**src/rtl/regfile_sb_if.sv**
```systemverilog
// Read, issue and writeback signals shared by the issue/writeback side and the
// scoreboarded register file.
interface regfile_sb_if #(
  parameter int DATA_W   = 32,
  parameter int NUM_REGS = 32,
  parameter int NUM_RD   = 2,
  parameter int NUM_WR   = 1
);
  localparam int AW = $clog2(NUM_REGS);

  logic [NUM_RD-1:0][AW-1:0]     rd_addr;
  logic [NUM_RD-1:0][DATA_W-1:0] rd_data;
  logic [NUM_RD-1:0]             rd_busy;
  logic                          issue_valid;
  logic [AW-1:0]                 issue_rd;
  logic                          issue_ready;
  logic [NUM_WR-1:0]             wr_en;
  logic [NUM_WR-1:0][AW-1:0]     wr_addr;
  logic [NUM_WR-1:0][DATA_W-1:0] wr_data;
  logic                          err_underflow;

  modport master (
    output rd_addr, issue_valid, issue_rd, wr_en, wr_addr, wr_data,
    input  rd_data, rd_busy, issue_ready, err_underflow
  );

  modport slave (
    input  rd_addr, issue_valid, issue_rd, wr_en, wr_addr, wr_data,
    output rd_data, rd_busy, issue_ready, err_underflow
  );
endinterface

```
**src/rtl/regfile_sb.sv**
```systemverilog
// Multi-port register file with per-register pending-write counters.
// Define REGFILE_SB_BYPASS_EN to forward same-cycle writebacks onto the read ports.
module regfile_sb_rdport #(
  parameter int DATA_W   = 32,
  parameter int NUM_REGS = 32,
  parameter int NUM_WR   = 1,
  parameter int CNT_W    = 2
) (
  input  logic [$clog2(NUM_REGS)-1:0]                   addr,
  input  logic [NUM_REGS-1:0][DATA_W-1:0]               data,
  input  logic [NUM_REGS-1:0][CNT_W-1:0]                pend,
  input  logic [NUM_WR-1:0]                             wr_en,
  input  logic [NUM_WR-1:0][$clog2(NUM_REGS)-1:0]       wr_addr,
  input  logic [NUM_WR-1:0][DATA_W-1:0]                 wr_data,
  output logic [DATA_W-1:0]                             rd_data,
  output logic                                          rd_busy
);
  localparam int SW = CNT_W + $clog2(NUM_WR + 1) + 1;

`ifdef REGFILE_SB_BYPASS_EN
  logic [SW-1:0] nwr;

  // Highest-index hitting port wins, matching the write priority.
  always_comb begin
    rd_data = data[addr];
    nwr     = '0;
    for (int p = 0; p < NUM_WR; p++) begin
      if (wr_en[p] && wr_addr[p] == addr) begin
        rd_data = wr_data[p];
        nwr     = nwr + SW'(1);
      end
    end
    rd_busy = SW'(pend[addr]) > nwr;
    if (addr == '0) begin
      rd_data = '0;
      rd_busy = 1'b0;
    end
  end
`else
  logic unused_wr;
  assign unused_wr = ^{wr_en, wr_addr, wr_data};

  always_comb begin
    rd_data = data[addr];
    rd_busy = pend[addr] != '0;
    if (addr == '0) begin
      rd_data = '0;
      rd_busy = 1'b0;
    end
  end
`endif
endmodule

module regfile_sb #(
  parameter int DATA_W   = 32,
  parameter int NUM_REGS = 32,
  parameter int NUM_RD   = 2,
  parameter int NUM_WR   = 1,
  parameter int CNT_W    = 2
) (
  input  logic        clk,
  input  logic        rst,
  regfile_sb_if.slave bus
);
  localparam int AW = $clog2(NUM_REGS);
  localparam int SW = CNT_W + $clog2(NUM_WR + 1) + 1;
  localparam logic [CNT_W-1:0] PEND_MAX = '1;

  logic [NUM_REGS-1:0][DATA_W-1:0] data_q;
  logic [NUM_REGS-1:0][CNT_W-1:0]  pend_q, pend_d;
  logic [NUM_REGS-1:0]             uflow;
  logic                            err_q;
  logic                            fire;
  logic [SW-1:0]                   sum, nwr;

  // Ready looks only at the current count; a same-cycle writeback does not help.
  assign bus.issue_ready   = !((bus.issue_rd != '0) && (pend_q[bus.issue_rd] == PEND_MAX));
  assign fire              = bus.issue_valid && bus.issue_ready && (bus.issue_rd != '0);
  assign bus.err_underflow = err_q;

  always_comb begin
    pend_d = pend_q;
    uflow  = '0;
    sum    = '0;
    nwr    = '0;
    for (int r = 1; r < NUM_REGS; r++) begin
      nwr = '0;
      for (int p = 0; p < NUM_WR; p++)
        if (bus.wr_en[p] && bus.wr_addr[p] == AW'(r)) nwr = nwr + SW'(1);
      sum = SW'(pend_q[r]) + SW'(fire && bus.issue_rd == AW'(r));
      // More writebacks than outstanding issues: clamp and flag.
      if (sum < nwr) begin
        pend_d[r] = '0;
        uflow[r]  = 1'b1;
      end else begin
        pend_d[r] = CNT_W'(sum - nwr);
      end
    end
  end

  always_ff @(posedge clk) begin
    if (rst) begin
      data_q <= '0;
      pend_q <= '0;
      err_q  <= 1'b0;
    end else begin
      pend_q <= pend_d;
      if (|uflow) err_q <= 1'b1;
      for (int p = 0; p < NUM_WR; p++)
        if (bus.wr_en[p] && bus.wr_addr[p] != '0) data_q[bus.wr_addr[p]] <= bus.wr_data[p];
    end
  end

  for (genvar i = 0; i < NUM_RD; i++) begin : g_rd
    regfile_sb_rdport #(
      .DATA_W  (DATA_W),
      .NUM_REGS(NUM_REGS),
      .NUM_WR  (NUM_WR),
      .CNT_W   (CNT_W)
    ) u_rd (
      .addr   (bus.rd_addr[i]),
      .data   (data_q),
      .pend   (pend_q),
      .wr_en  (bus.wr_en),
      .wr_addr(bus.wr_addr),
      .wr_data(bus.wr_data),
      .rd_data(bus.rd_data[i]),
      .rd_busy(bus.rd_busy[i])
    );
  end
endmodule

```
**src/flat_wrapper.sv**
```systemverilog
// flat-port wrapper written by rule: the top's interface ports become plain ports
module regfile_sb_flat 
#(
  parameter int DATA_W   = 32,
  parameter int NUM_REGS = 32,
  parameter int NUM_RD   = 2,
  parameter int NUM_WR   = 1,
  parameter int CNT_W    = 2
)
  (clk, rst, bus_rd_addr, bus_issue_valid, bus_issue_rd, bus_wr_en, bus_wr_addr, bus_wr_data, bus_rd_data, bus_rd_busy, bus_issue_ready, bus_err_underflow);
  regfile_sb_if #(.DATA_W(DATA_W), .NUM_REGS(NUM_REGS), .NUM_RD(NUM_RD), .NUM_WR(NUM_WR)) bus_i ();
  input  logic clk;
  input  logic rst;
  input wire logic [$bits(bus_i.rd_addr)-1:0] bus_rd_addr;
  input wire logic [$bits(bus_i.issue_valid)-1:0] bus_issue_valid;
  input wire logic [$bits(bus_i.issue_rd)-1:0] bus_issue_rd;
  input wire logic [$bits(bus_i.wr_en)-1:0] bus_wr_en;
  input wire logic [$bits(bus_i.wr_addr)-1:0] bus_wr_addr;
  input wire logic [$bits(bus_i.wr_data)-1:0] bus_wr_data;
  output wire logic [$bits(bus_i.rd_data)-1:0] bus_rd_data;
  output wire logic [$bits(bus_i.rd_busy)-1:0] bus_rd_busy;
  output wire logic [$bits(bus_i.issue_ready)-1:0] bus_issue_ready;
  output wire logic [$bits(bus_i.err_underflow)-1:0] bus_err_underflow;
  assign bus_i.rd_addr = bus_rd_addr;
  assign bus_i.issue_valid = bus_issue_valid;
  assign bus_i.issue_rd = bus_issue_rd;
  assign bus_i.wr_en = bus_wr_en;
  assign bus_i.wr_addr = bus_wr_addr;
  assign bus_i.wr_data = bus_wr_data;
  assign bus_rd_data = bus_i.rd_data;
  assign bus_rd_busy = bus_i.rd_busy;
  assign bus_issue_ready = bus_i.issue_ready;
  assign bus_err_underflow = bus_i.err_underflow;
  regfile_sb #(.DATA_W(DATA_W), .NUM_REGS(NUM_REGS), .NUM_RD(NUM_RD), .NUM_WR(NUM_WR), .CNT_W(CNT_W)) u_core (.clk(clk), .rst(rst), .bus(bus_i));
endmodule
```
**config.mk**
```make
export PLATFORM = sky130hd
export DESIGN_NAME = regfile_sb_flat
export DESIGN_NICKNAME = d
export VERILOG_FILES = /design/src/rtl/regfile_sb_if.sv /design/src/rtl/regfile_sb.sv /design/src/flat_wrapper.sv
export SDC_FILE = /design/constraint.sdc
export NUM_CORES = 2
export LEC_CHECK = 0
export CORE_MARGIN = 2
export CORE_UTILIZATION = 45
export DETAILED_ROUTE_END_ITERATION = 8
export GPL_TIMING_DRIVEN = 1
export PLACE_DENSITY_LB_ADDON = 0.1
export SLEW_MARGIN = 20
export SYNTH_ARGS = -nofsm -noshare
export SYNTH_HDL_FRONTEND = slang
export SYNTH_SLANG_ARGS = --single-unit
```
**constraint.sdc**
```tcl
create_clock -name clk -period 4.88 [get_ports clk]
set_input_delay 0.976 -clock clk [delete_from_list [all_inputs] [get_ports clk]]
set_output_delay 0.976 -clock clk [all_outputs]
set_load 0.01 [all_outputs]
```
==> metrics.txt <==
most frequent CP cell mux4_2; Max stage delay on crit path between 0.5 and 0.6 ns; starting utilization of the core area between 40% and 50%; Final Setup Violations 0; vias per inst around 6.1; share of total power in sequential cells between 40% and 50%; setup total negative slack 0 ns; Clock power frac 47.7%; Critical Path RT 3.90 ns; area of all placed cells without fillers roughly 65000 µm²; post-synthesis register bit count 1087; Die Span Y around 360 µm; standard cell core area around 130000 µm²; number of antenna violations at the first check in global routing 5; maximum clock insertion buffer count 3; cell type group with the largest total delay on the critical path buffers and inverters; highest attainable clock frequency roughly 220 MHz; critical path capture point type output port; DIE WIDTH approximately 360 µm; slowest stage cell, crit path clkdlybuf4s50_1; cells along the critical path buf_8 > buf_12 > mux4_2 > mux4_2 > nand2_1 > o21ai_1 > clkdlybuf4s50_1; leakage power total 21.4 nW; area share of the largest cell type after synthesis 38.1%; crit path time final about 4.5 ns; Non-Filler Instances a little under 8000; H-Tree Depth 3; clk_skew 0.0260 ns; clock latency of the later-clocked register in the worst-skew pair a little under 0.8 ns; number of ports placed on the die boundary around 120; pin count of the biggest net entering global routing 131; async set-reset flop share out of synthesis 0%; clock edge transition at the registers on the reported setup and hold paths about 0.060 ns; origin of the critical flop-to-flop path u_core.pend_q[11]$_SDFF_PP0_; commonest cells in the synthesized netlist 2098 x nand2_1, 1087 x dfxtp_1, 1063 x a21oi_1, 659 x mux4_2, 354 x clkbuf_1; number of different library cells in the post-synthesis netlist 52; number of cells after detailed placement 7661; CTS tree built; number of buffers added on ports approximately 120; cell taking the most area after synthesis dfxtp_1; Vias about 48000; fraction of the yosys area taken by sequential cells between 30% and 40%; worst setup timing slack at the placement stage approximately 0.0015 ns; final routed wirelength across all metal layers around 220000 µm; number of nets at the end of the flow between 6000 and 7000; post-synthesis cell count roughly 6200; Worst Max-Slew Pin Slew 1.06 ns; number of CTS-inserted buffers roughly 120; CP Data Arrival Time about 3.6 ns; remaining routing DRC violations 0; Crit Path Category in -> out; buffer cell driving the clock tree root clkbuf_16; ANT nets after route 0; main combinational cell family by area after synthesis multiplexers; setup repair after global routing missed its margin no; post-synthesis instance area 57100 µm²; overflow left after global routing 0; wire length of the first global-routing pass approximately 320000 µm; worst-case headroom to the max-slew limit between 20 and 30%; layout-stage area growth over the synthesis result 13.3%; Core Util, Final around 51%; fin. max-slew vios 0; number of global-route vias before repair about 46000; CP startpoint bus_rd_addr[5]; leading post-synthesis cells by cell area dfxtp_1 38%, mux4_2 26%, nand2_1 14%; fraction of the mapped netlist area in adder cells 2.65%; sort of element at the start of the critical path input port; row count 130; post-synthesis average cell area 9.17 µm²; switching share of power approximately a quarter; Hold Path Origin u_core.data_q[467]$_SDFFE_PP0P_; CP Buf/Inv Count 3; net switching power 5.09 mW; post-detailed-placement cell area ~61000 µm²; die outline area around 130000 µm²; Routed wire per std cell between 20 and 30 µm; final estimated routing congestion in global placement approximately 0.86; final number of hold-violating endpoints 0; share of the clock period used by the worst path after layout between 90 and 100%; simple-gate share of the synthesized area ~16%; Post-synth top flop dfxtp_1; total internal power 15.2 mW; First-pass DRT Iterations 6; path class of the lowest-slack min-delay path reg -> reg; Critical Path Fanout Max 20; DP HPWL 129000 µm; fill cell total of the finished layout 11400; number of synthesized flops with an enable pin 0; number of maximum-capacitance violations 0; xor/xnor share of the synthesized area less than 1%; total global routing track utilization about a third; Gate power share 7.9%; iteration-0 DRC count of the detailed router 5697; status finished clean; count leader, synth nand2_1; synthesized net count about 6400; slack of the critical path about 0.34 ns; Pwr Density between 300 and 400 nW/µm²; total number of clock tree sinks about 1100; fraction of final layout cells with drive strength greater than 1 between 10% and 20%; Synth Area in Compound Gates between 10 and 15%; Peak VDD IR between 0.3 and 0.4 mV; Yosys warning total 0; fraction of synthesized area in multiplexers a little over a quarter
sequential cells by signal, summed over array words and instances, names as in the netlist:
register	cells
u_core.pend_q	62
u_core.bus.err_underflow	1
u_core.data_q	1024
power by group through the flow:
stage / Combinational [mW] / Clock [mW] / Sequential, mW
6_report: 1.60 / 9.65 / 8.99
5_1_grt: 1.68 / 10.1 / 9.00
4_1_cts: 1.59 / 9.74 / 8.99
3_5_place_dp: 1.59 / 0 / 9.19
3_3_place_gp: 1.59 / 0 / 9.18
2_1_floorplan: 0.975 / 0 / 9.17
worst register-to-register path: stages, from the launching register on:
cell and delay (ns):
dfxtp_1 0.39, inv_1 0.11, mux4_2 0.47, a211oi_1 0.25, o22a_2 0.38, buf_4 0.22, nor4_1 0.07, ha_1 0.30
inv_1 0.04, ha_1 0.22, nand2b_1 0.17, a22oi_1 0.28, nand4_1 0.17, nor2_1 0.17, a21oi_1 0.08
layer usage:
metal  global-route usage (%)  routed length [µm]  vias up
met5                        0                  27        -
met2                     51.1               98600     2385
li1                         -                   -    21400
met3                     6.13               20100      441
met4                     11.4                7900        4
met1                     45.7               89400    24200
kinds of logic after synthesis:
group           Yosys count
compound gates         1214
fa+ha+maj               121
flops                  1087
buf+inv                 800
xor+xnor                  1
simple gates           2334
mux                     671
per-stage QoR:
step,power (mW),hold WS (ns)
2_1_floorplan,10.1,0.443
3_3_place_gp,10.8,0.448
3_5_place_dp,10.8,0.456
4_1_cts,20.3,0.465
5_1_grt,20.8,0.477
6_report,20.2,0.464
layout make-up:
| type | instances | area (µm²) | area share, % |
|---|---|---|---|
| antenna | 1 | 2.50 | 0.00387 |
| clock buffer | 179 | 3600 | 5.56 |
| clock inverter | 41 | 547 | 0.845 |
| inverter | 211 | 792 | 1.22 |
| multi-input combinational | 4341 | 32200 | 49.7 |
| sequential | 1087 | 21800 | 33.6 |
| tap | 1650 | 2060 | 3.19 |
| timing repair buffer | 372 | 3810 | 5.88 |
cell usage in the layout (no fill, tap or decap), types with 3 or more instances in the layout:
master,n
a2111oi_2,4
a211oi_1,44
a21oi_1,1063
a221oi_1,3
a22oi_1,22
buf_12,59
buf_2,11
buf_4,192
buf_8,5
bufinv_16,11
clkbuf_1,25
clkbuf_16,123
clkbuf_8,31
clkdlybuf4s50_1,102
clkinv_2,23
clkinv_8,3
clkinvlp_4,3
dfxtp_1,1087
ha_1,121
inv_1,180
inv_2,31
mux2i_1,8
mux4_2,659
nand2_1,2067
nand2_2,31
nand2b_1,42
nand3_1,7
nand3b_1,12
nand4_1,5
nor2_1,60
nor2b_1,35
nor3_1,35
nor3b_1,16
nor4_1,6
nor4_2,3
o21ai_1,64
final timing paths:
| check | slack (ns) | end | depth (start not counted) |
|---|---|---|---|
| max reg2reg | 1.41 | u_core.bus.err_underflow$_SDFFE_PP0P_ | 14 |
| max | 0.34 | bus_rd_data[38] | 7 |
| min | 0.46 | u_core.data_q[467]$_SDFFE_PP0P_ | 2 |
| min reg2reg | 0.46 | u_core.data_q[467]$_SDFFE_PP0P_ | 2 |
timing repair:
item,in CTS,in global routing
hold buffers,0,0
setup buffers,0,0
gates resized for setup,0,2
setup endpoints to repair,0,1
No activity file was read; power rests on OpenSTA's default activity.
